--- src/rtl/lock_key_sequencer_pkg.sv ---
// Shared parameters, FSM encoding and count-to-epoch mapping for the lock key sequencer.
package lock_key_pkg;

  localparam int unsigned KEY_W     = 18;
  localparam int unsigned N_EPOCH   = 6;
  localparam int unsigned EPOCH_LEN = 5;
  localparam int unsigned CNT_W     = 6;
  localparam int unsigned IDX_W     = 3;
  localparam int unsigned CNT_MAX   = N_EPOCH * EPOCH_LEN - 1;

  typedef enum logic [1:0] {
    ST_IDLE = 2'd0,
    ST_ARM  = 2'd1,
    ST_RUN  = 2'd2
  } state_e;

  function automatic logic [IDX_W-1:0] epoch_of(input logic [CNT_W-1:0] cnt);
    return IDX_W'(cnt / CNT_W'(EPOCH_LEN));
  endfunction

endpackage

--- src/rtl/lock_key_sequencer_if.sv ---
// Key-config / control / key-bus bundle between the host side and the sequencer.
interface lock_key_sequencer_if;
  import lock_key_pkg::*;

  logic             cfg_we;
  logic [IDX_W-1:0] cfg_addr;
  logic [KEY_W-1:0] cfg_data;
  logic             start;
  logic             stop;
  logic             tgt_rst;
  logic [KEY_W-1:0] key_out;
  logic [IDX_W-1:0] epoch_idx;
  logic             running;
  logic             cfg_err;

  modport master (
    output cfg_we, cfg_addr, cfg_data, start, stop,
    input  tgt_rst, key_out, epoch_idx, running, cfg_err
  );

  modport slave (
    input  cfg_we, cfg_addr, cfg_data, start, stop,
    output tgt_rst, key_out, epoch_idx, running, cfg_err
  );

endinterface

--- src/rtl/lock_key_sequencer_epoch_counter.sv ---
// Negedge wrap counter mirroring the locked target's internal counter; reusable across benchmarks.
module epoch_counter
  import lock_key_pkg::*;
(
  input  logic             clk,
  input  logic             rst,
  input  logic             clr,
  input  logic             en,
  output logic [CNT_W-1:0] cnt,
  output logic [CNT_W-1:0] cnt_next,
  output logic [IDX_W-1:0] epoch
);

  logic [CNT_W-1:0] cnt_q;
  logic [CNT_W-1:0] cnt_d;
  logic [IDX_W-1:0] epoch_q;

  assign cnt_next = (cnt_q == CNT_W'(CNT_MAX)) ? '0 : cnt_q + CNT_W'(1);
  assign cnt_d    = clr ? '0 : (en ? cnt_next : cnt_q);

  always_ff @(negedge clk or posedge rst) begin
    if (rst) begin
      cnt_q   <= '0;
      epoch_q <= '0;
    end else begin
      cnt_q   <= cnt_d;
      epoch_q <= epoch_of(cnt_d);
    end
  end

  assign cnt   = cnt_q;
  assign epoch = epoch_q;

endmodule

--- src/rtl/lock_key_sequencer.sv ---
// Loads per-epoch keys, owns the target reset and presents the current epoch's key in lockstep.
module lock_key_sequencer
  import lock_key_pkg::*;
(
  input  logic                clk,
  input  logic                rst,
  lock_key_sequencer_if.slave bus
);

  state_e             state_q;
  logic               tgt_rst_q;
  logic [KEY_W-1:0]   key_q;
  logic               running_q;
  logic               cfg_err_q;
  logic [KEY_W-1:0]   slot_q [N_EPOCH];
  logic [N_EPOCH-1:0] slot_valid_q;

  logic [CNT_W-1:0]   cnt;
  logic [CNT_W-1:0]   cnt_next;
  logic [IDX_W-1:0]   epoch;
  logic               cnt_clr;
  logic               cnt_en;

  // Counter only advances in RUN; held at zero otherwise and on the stop edge.
  assign cnt_en  = (state_q == ST_RUN);
  assign cnt_clr = (state_q != ST_RUN) || bus.stop;

  epoch_counter u_epoch_counter (
    .clk      (clk),
    .rst      (rst),
    .clr      (cnt_clr),
    .en       (cnt_en),
    .cnt      (cnt),
    .cnt_next (cnt_next),
    .epoch    (epoch)
  );

  always_ff @(negedge clk or posedge rst) begin
    if (rst) begin
      state_q      <= ST_IDLE;
      tgt_rst_q    <= 1'b1;
      key_q        <= '0;
      running_q    <= 1'b0;
      cfg_err_q    <= 1'b0;
      slot_valid_q <= '0;
      for (int unsigned i = 0; i < N_EPOCH; i++) slot_q[i] <= '0;
    end else begin
      cfg_err_q <= 1'b0;
      unique case (state_q)
        ST_IDLE: begin
          tgt_rst_q <= 1'b1;
          running_q <= 1'b0;
          key_q     <= '0;
          if (bus.cfg_we) begin
            if (bus.cfg_addr < IDX_W'(N_EPOCH)) begin
              slot_q[bus.cfg_addr]       <= bus.cfg_data;
              slot_valid_q[bus.cfg_addr] <= 1'b1;
            end else begin
              cfg_err_q <= 1'b1;
            end
          end
          if (bus.start && !bus.stop) begin
            if (&slot_valid_q) begin
              state_q <= ST_ARM;
              key_q   <= slot_q[0];
            end else begin
              cfg_err_q <= 1'b1;
            end
          end
        end
        ST_ARM: begin
          if (bus.cfg_we) cfg_err_q <= 1'b1;
          if (bus.stop) begin
            state_q <= ST_IDLE;
            key_q   <= '0;
          end else begin
            // Counter is held at zero here, so this selects slot 0 for the first RUN cycle.
            state_q   <= ST_RUN;
            tgt_rst_q <= 1'b0;
            running_q <= 1'b1;
            key_q     <= slot_q[epoch_of(cnt)];
          end
        end
        ST_RUN: begin
          if (bus.cfg_we) cfg_err_q <= 1'b1;
          if (bus.stop) begin
            state_q   <= ST_IDLE;
            tgt_rst_q <= 1'b1;
            running_q <= 1'b0;
            key_q     <= '0;
          end else begin
            key_q <= slot_q[epoch_of(cnt_next)];
          end
        end
        default: begin
          state_q   <= ST_IDLE;
          tgt_rst_q <= 1'b1;
          running_q <= 1'b0;
          key_q     <= '0;
        end
      endcase
    end
  end

  assign bus.tgt_rst   = tgt_rst_q;
  assign bus.key_out   = key_q;
  assign bus.epoch_idx = epoch;
  assign bus.running   = running_q;
  assign bus.cfg_err   = cfg_err_q;

endmodule

--- src/flat_wrapper.sv ---
// flat-port wrapper written by rule: the top's interface ports become plain ports
module lock_key_sequencer_flat import lock_key_pkg::*;
  (clk, rst, bus_cfg_we, bus_cfg_addr, bus_cfg_data, bus_start, bus_stop, bus_tgt_rst, bus_key_out, bus_epoch_idx, bus_running, bus_cfg_err);
  lock_key_sequencer_if bus_i ();
  input  logic clk;
  input  logic rst;
  input wire logic [$bits(bus_i.cfg_we)-1:0] bus_cfg_we;
  input wire logic [$bits(bus_i.cfg_addr)-1:0] bus_cfg_addr;
  input wire logic [$bits(bus_i.cfg_data)-1:0] bus_cfg_data;
  input wire logic [$bits(bus_i.start)-1:0] bus_start;
  input wire logic [$bits(bus_i.stop)-1:0] bus_stop;
  output wire logic [$bits(bus_i.tgt_rst)-1:0] bus_tgt_rst;
  output wire logic [$bits(bus_i.key_out)-1:0] bus_key_out;
  output wire logic [$bits(bus_i.epoch_idx)-1:0] bus_epoch_idx;
  output wire logic [$bits(bus_i.running)-1:0] bus_running;
  output wire logic [$bits(bus_i.cfg_err)-1:0] bus_cfg_err;
  assign bus_i.cfg_we = bus_cfg_we;
  assign bus_i.cfg_addr = bus_cfg_addr;
  assign bus_i.cfg_data = bus_cfg_data;
  assign bus_i.start = bus_start;
  assign bus_i.stop = bus_stop;
  assign bus_tgt_rst = bus_i.tgt_rst;
  assign bus_key_out = bus_i.key_out;
  assign bus_epoch_idx = bus_i.epoch_idx;
  assign bus_running = bus_i.running;
  assign bus_cfg_err = bus_i.cfg_err;
  lock_key_sequencer u_core (.clk(clk), .rst(rst), .bus(bus_i));
endmodule
--- config.mk ---
export PLATFORM = sky130hd
export DESIGN_NAME = lock_key_sequencer_flat
export DESIGN_NICKNAME = d
export VERILOG_FILES = /design/src/rtl/lock_key_sequencer_pkg.sv /design/src/rtl/lock_key_sequencer_if.sv /design/src/rtl/lock_key_sequencer_epoch_counter.sv /design/src/rtl/lock_key_sequencer.sv /design/src/flat_wrapper.sv
export SDC_FILE = /design/constraint.sdc
export NUM_CORES = 1
export LEC_CHECK = 0
export CELL_PAD_IN_SITES_DETAIL_PLACEMENT = 0
export CELL_PAD_IN_SITES_GLOBAL_PLACEMENT = 2
export CORE_ASPECT_RATIO = 0.5
export CORE_UTILIZATION = 37
export CTS_CLUSTER_DIAMETER = 120
export DETAILED_ROUTE_END_ITERATION = 7
export PLACE_DENSITY_LB_ADDON = 0.08
export SETUP_SLACK_MARGIN = 0.2
export SYNTH_ARGS = -nofsm -noshare
export SYNTH_HDL_FRONTEND = slang
export SYNTH_SLANG_ARGS = --single-unit
--- constraint.sdc ---
create_clock -name clk -period 4.57 [get_ports clk]
set_input_delay 0.457 -clock clk [delete_from_list [all_inputs] [get_ports clk]]
set_output_delay 0.457 -clock clk [all_outputs]
set_load 0.005 [all_outputs]
==> flow_summary.json, run 1 <==
{
  "ys_seq_area_frac": 0.407,
  "crit_top_cell": "buf_6",
  "power_switching_uw": 1740,
  "synth_top_area_share": 0.404,
  "die_w_um": 222,
  "layout.nets": 989,
  "ff2ff_setup_slack_ns": 0.21,
  "dp.cells": 1189,
  "synthTopCellsByCount": "145 x dfrtn_1, 135 x mux2_2, 77 x mux2i_1",
  "synthFlopType": "dfrtn_1",
  "syn_nets": 827,
  "overflow": 0,
  "vias_per_cell": 5.70,
  "path_clk_slew_ns": 0.05,
  "cts_buffer_depth": 2,
  "drv_slew": 0,
  "cell_internal_pwr_uw": 3740,
  "synth_cell_types": 80,
  "dp_hpwl_mm": 17.0,
  "cts_made_buffers": 17,
  "placed_area_um2": 10600,
  "row_count": 39,
  "comb_power_share": 0.306,
  "cts-root-buf": "clkbuf_16",
  "met3_length_mm": 1.00,
  "vdd.ir_drop.worst_mv": 0.337,
  "p_total_uw": 5470,
  "outcome": "finished, violations left",
  "drt-met1-wl_mm": 13.8,
  "cts_hold_buffers": 0,
  "max_cap_viol_count": 0,
  "finalWorstSetupSlack_ns": -0.693,
  "antenna_found_initial": 0,
  "required_ns": 2.52,
  "detail_route.wl_per_cell_um": 21.9,
  "die_y_um": 112,
  "drtIter0Drc": 552,
  "instances_no_fill": 1266,
  "grt_pass1_wl_mm": 41.9,
  "top_layer": "met4",
  "setup_viol": 2,
  "hold_violations": 0,
  "hold_class": "flip-flop to flip-flop",
  "p_per_area_nw_per_um2": 452,
  "syn_inst": 784,
  "crit-reg2reg-capture": "u_core.bus.key_out[10]",
  "pre_cts_slack_ns": -1.66,
  "area_delta_synth_final_pct": 34.9,
  "fin_area_um2": 12100,
  "grt_max_degree": 49,
  "clock_skew_ns": 0.0535,
  "ys_seq_elements": 146,
  "synth_area_um2": 8990,
  "crit_type": "input pin to flip-flop",
  "totalWireLength_mm": 27.7,
  "met2_wirelength_mm": 12.5,
  "yosys-top-cells-area": "dfrtn_1 40%, mux2_2 17%, mux2i_1 8.6%",
  "drc": 6,
  "yosysTopAreaCell": "dfrtn_1",
  "num_vias": 7216,
  "track_usage": 0.221,
  "grt_pass1_vias": 7129,
  "p_sw_frac": 0.317,
  "crit_path_end": "u_core.u_epoch_counter.epoch[0]",
  "worst-r2r-cell-count": 19,
  "crit_path_end_kind": "flip-flop",
  "cpPeakStageDelay_ns": 0.49,
  "worstSetupStartpointType": "input pin",
  "clk_latency_ns": 0.46,
  "nFillCells": 2065,
  "yosysMostFrequentCell": "dfrtn_1",
  "cts_sinks": 146,
  "portBuffers": 49,
  "worstPathArrival_ns": 3.22,
  "syn_area_per_cell_um2": 11.5,
  "drtAntennaViolNets": 0,
  "worstMarginPinSlew_ns": 0.944,
  "seq_power_share": 0.428,
  "cp_slowest_cell": "or4_1",
  "worstSetupStartpoint": "bus_stop",
  "diodes": 0,
  "cp_max_fo": 3,
  "p_leak_uw": 0.00499,
  "pwr-share-clk": 0.266,
  "cts_tree": "done",
  "drt_pass1_iterations": 8,
  "failed_checks": "design-rule violations, negative setup slack",
  "globalplace.congestion": 0.835,
  "synth_warnings": 0,
  "rsz0062_at_grt": "yes",
  "synth-async-reset-ratio": 1.00,
  "dieArea_um2": 25000,
  "h-tree-depth": 4,
  "ios": 50,
  "r2r_start": "u_core.u_epoch_counter.cnt[0]",
  "synth_edf_count": 0,
  "initial_core_util": 0.385,
  "drive_gt1_frac": 0.452,
  "crit_chain": "buf_6, buf_6, nor2b_4, o21ai_4, ha_4, a41oi_4, buf_6, a21o_1, nand2_2, buf_4, nor2_1, a21oi_2, ha_4, nand3b_1, o211ai_1, a21oi_2, buf_4, nor4bb_1, or4_1",
  "coreArea_um2": 23300,
  "max_slew_margin": 0.367
}
-- logic make-up (layout without fill, tap and decap cells) --
| family | after synthesis | after routing | share of synthesized area |
|---|---|---|---|
| compound gates | 158 | 159 | 0.150 |
| buf+inv | 63 | 237 | 0.0377 |
| fa+ha+maj | 19 | 19 | 0.0259 |
| simple gates | 170 | 170 | 0.101 |
| xor+xnor | 5 | 5 | 0.00654 |
| mux | 223 | 223 | 0.273 |
| flops | 146 | 146 | 0.407 |
-- layout by cell type (no fill, tap or decap), types with 5 or more instances in the layout --
cell,netlist,final
a222oi_1,18,18
o21ai_0,38,31
nor2_1,43,36
clkdlybuf4s50_1,0,48
o2111ai_2,10,14
ha_1,17,10
o211ai_1,5,5
nand2b_1,15,14
nand2_1,27,22
nor3_1,8,6
o21ai_2,1,6
nor2_2,0,5
inv_1,15,11
or3_1,20,19
mux2i_1,77,75
buf_4,1,103
o21ai_1,4,5
nand2_2,2,6
nand4_1,5,5
mux2_2,135,128
a21oi_1,22,14
dfrtn_1,145,145
nand3_1,18,18
buf_6,5,14
a21oi_2,0,5
clkinvlp_4,0,5
clkbuf_16,0,19
o221ai_2,10,17
buf_12,3,18
mux2_4,10,18
ha_4,0,7
-- cell type report --
class                      count  area [µm²]  share of cell area
inverter                      17        70.1             0.00578
clock inverter                16         176              0.0146
timing repair buffer         187        1870               0.154
multi-input combinational    576        5540               0.457
tap                          307         384              0.0317
clock buffer                  17         425              0.0351
sequential                   146        3650               0.301
-- how the worst min path moves through the flow --
stage	startpoint	endpoint	cells after the start
after CTS	u_core.slot_valid_q[3]	u_core.slot_valid_q[3]	1
after global placement	u_core.slot_valid_q[3]	u_core.slot_valid_q[3]	1
after global routing	u_core.slot_valid_q[2]	u_core.slot_valid_q[2]	1
after detailed placement	u_core.slot_valid_q[3]	u_core.slot_valid_q[3]	1
final	u_core.slot_valid_q[3]	u_core.slot_valid_q[3]	1
after floorplan	u_core.slot_valid_q[5]	u_core.slot_valid_q[5]	1
-- layer usage --
metal | track usage | vias to the layer above
met5 | 0 | -
met4 | 0.0602 | 0
met3 | 0.0427 | 32
met2 | 0.336 | 130
met1 | 0.321 | 3726
li1 | - | 3328
-- power by group through the flow --
stage                     combinational, µW  clock, µW  sequential (µW)
after global placement                 1570       2.74             2310
after floorplan                        1140       2.74             2220
final                                  1680       1460             2340
after detailed placement               1590       2.74             2340
after CTS                              1620       1500             2320
after global routing                   1820       1550             2410
-- critical path: cells and delay by family --
kind / cells / cell delay (ns)
adders and majority gates: 2 / 0.34
and+or+nand+nor: 6 / 1.11
AOI/OAI and AO/OA: 6 / 0.68
buffers and inverters: 5 / 0.63
-- metrics by stage --
stage / hold slack (ns) / utilization / setup TNS, ns
after global placement: 0.405 / 0.455 / -4.88
after detailed placement: 0.406 / 0.455 / -4.48
after global routing: 0.431 / 0.520 / -1.28
after floorplan: 0.387 / - / -1.28
final: 0.406 / 0.520 / -1.05
after CTS: 0.411 / 0.493 / -0.922
-- flip-flops by register name, summed over array words and instances, names as in the netlist --
name / count
u_core.slot_valid_q: 6
u_core.state_q: 2
u_core.bus.cfg_err: 1
u_core.bus.running: 1
u_core.bus.tgt_rst: 1
u_core.u_epoch_counter.cnt: 6
u_core.u_epoch_counter.epoch: 3
u_core.bus.key_out: 18
u_core.slot_q: 108
-- what timing repair did --
item,in CTS,in global routing
resized for setup,27,67
gates cloned,2,3
endpoints found under the setup margin,21,20
setup buffers,15,25
pin swaps,16,33
(Power assumes the default switching activity.)
==> run 2, diff against run 1 <==
--- a/config.mk
+++ b/config.mk
@@ -5,6 +5,7 @@
 export SDC_FILE = /design/constraint.sdc
 export NUM_CORES = 1
 export LEC_CHECK = 0
+export CAP_MARGIN = 10
 export CELL_PAD_IN_SITES_DETAIL_PLACEMENT = 0
 export CELL_PAD_IN_SITES_GLOBAL_PLACEMENT = 2
 export CORE_ASPECT_RATIO = 0.5
@@ -13,6 +14,7 @@
 export DETAILED_ROUTE_END_ITERATION = 7
 export PLACE_DENSITY_LB_ADDON = 0.08
 export SETUP_SLACK_MARGIN = 0.2
+export SLEW_MARGIN = 20
 export SYNTH_ARGS = -nofsm -noshare
 export SYNTH_HDL_FRONTEND = slang
 export SYNTH_SLANG_ARGS = --single-unit
==> results of run 2 <==
Same layout as run 1: the final DEF is identical, and so are final timing and power.
==> edit, RTL diff (config.mk and constraints of run 1) <==
The 3 states of `state_e` get a one-hot encoding in 3 bits.
--- a/src/rtl/lock_key_sequencer_pkg.sv
+++ b/src/rtl/lock_key_sequencer_pkg.sv
@@ -8,10 +8,10 @@
   localparam int unsigned IDX_W     = 3;
   localparam int unsigned CNT_MAX   = N_EPOCH * EPOCH_LEN - 1;
 
-  typedef enum logic [1:0] {
-    ST_IDLE = 2'd0,
-    ST_ARM  = 2'd1,
-    ST_RUN  = 2'd2
+  typedef enum logic [2:0] {
+    ST_IDLE = 3'b001,
+    ST_ARM  = 3'b010,
+    ST_RUN  = 3'b100
   } state_e;
 
   function automatic logic [IDX_W-1:0] epoch_of(input logic [CNT_W-1:0] cnt);
Behaviour: no difference found for any inputs over 4 cycles, from zero or initial values and one cycle with rst high; so few cycles prove little.
==> edit against run 1 <==
Wire length is 14% lower. Highest routed layer unchanged. Setup slack improved by 0.97 ns. Sequential cell count rose by 1. Synthesized area is 9.9% lower. Cell area shrank 14%. Synthesized cell count decreased by 7.1%. Die area down 9.7%. Final cell count fell by 11%.
Power is not compared: it rests on default switching activity, and its combinational part moved more than twofold at a synthesized area within 25%.
==> edit: results (changes against run 1) <==
Top Family by Delay on Critical Path compound AO/OA/AOI/OAI gates (was simple AND/OR/NAND/NOR gates); GR Util met3 3.66% (was 4.27%); layout cells sized above 1 32.5% (was 45.2%); Post-DP Area 9470 sq um (was 10600 sq um); Site Rows 37 (was 39); Area contributors post-synth dfrtn_1 45%, mux2_2 15%, a22oi_1 5.2% (was dfrtn_1 40%, mux2_2 17%, mux2i_1 8.6%); hpwl dp 14500 um (was 17000 um); headroom to the max-slew limit 57.9% (was 36.7%); Tot GR Track Use 21.4% (was 22.1%); Fillers 1926 (was 2065); GPL Wtd Cong 0.778 (was 0.835); vias in the first global route 6428 (was 7129); drt first pass iters 5 (was 8); pin count of the biggest net entering global routing 37 (was 49); Non-clk invs 9 (was 17); Worst Reg-to-Reg Cells 16 (was 19); sequential share of the synthesized area 45.4% (was 40.7%); fraction of standard cell area in multi-input logic 41.1% (was 45.7%); Hold Crit Endpoint u_core.slot_valid_q[1] (was u_core.slot_valid_q[3]); # nets final 861 (was 989); Worst Skew 0.0517 ns (was 0.0535 ns); Post-Syn Nets 763 (was 827); CP max stage cell a221o_1 (was or4_1); pre-CTS WS -0.551 ns (was -1.66 ns); grt met1 use 31.0% (was 32.1%); status complete, no violations (was complete, but fails checks); Post-synth top cells 145 x dfrtn_1, 110 x mux2_2, 56 x a22oi_1 (was 145 x dfrtn_1, 135 x mux2_2, 77 x mux2i_1); Vias 6484 (was 7216); buffer share of cell area 13.9% (was 15.4%); Buffers excl. clock 130 (was 187); wire length on met2 10700 um (was 12500 um); DR iter-0 viols 327 (was 552); Yosys reg bits 147 (was 146); end of the worst register-to-register path u_core.bus.key_out[13] (was u_core.bus.key_out[10]); clock network area share 5.97% (was 4.96%); first-pass GRT wire length 36700 um (was 41900 um); grt met2 use 32.8% (was 33.6%); Reg2Reg Setup Slack 0.35 ns (was 0.21 ns); post-route setup slack 0.278 ns (was -0.693 ns)
edit: cell types whose count changed in the layout (fill, tap and decap cells not counted), moves of 15 or more:
cell,run 1,this run
mux2_2,128,110
a22oi_1,1,55
a222oi_1,18,0
nor2_1,36,17
o21ai_0,31,46
mux2_4,18,0
o221ai_1,1,19
buf_4,103,52
mux2i_1,75,36
o221ai_2,17,0
o211ai_1,5,37
edit: worst reg2reg max path, delay by kind of cell (launching register included):
family                     cells  cell delay, ns
adders and majority gates      2            0.42
and+or+nand+nor                5            1.37
buffers and inverters          3            0.54
AOI/OAI and AO/OA              5            1.28
muxes                          1            0.08
DFF                            1            0.39
edit: what timing repair did:
action                                  in CTS  in global routing
endpoints found under the setup margin      53                 73
hold buffers                                 0                  0
setup buffers                                4                 15
resized for setup                            9                 24
cloned                                       0                  5
pin swaps                                    7                 13
edit: logic make-up after synthesis:
group	Yosys count	share of synthesized area (%)
AND/OR/NAND/NOR	140	9.99
adder cells (fa/ha/maj)	9	1.39
multiplexers	146	19.7
flip-flops	147	45.4
XOR/XNOR	8	0.865
AO/OA/AOI/OAI	216	18.9
buffers and inverters	62	3.66
edit: metrics by stage:
| stage | TNS, ns | instances | hold WS (ns) | utilization [%] |
|---|---|---|---|---|
| 6_report | 0 | 1131 | 0.418 | 49.8 |
| 5_1_grt | 0 | 1131 | 0.426 | 49.8 |
| 4_1_cts | 0 | 1111 | 0.417 | 48.2 |
| 3_5_place_dp | -18.47 | 1074 | 0.413 | 45.1 |
| 3_3_place_gp | -19.27 | 1074 | 0.411 | 45.1 |
| 2_1_floorplan | -0.0338 | 728 | 0.395 | - |
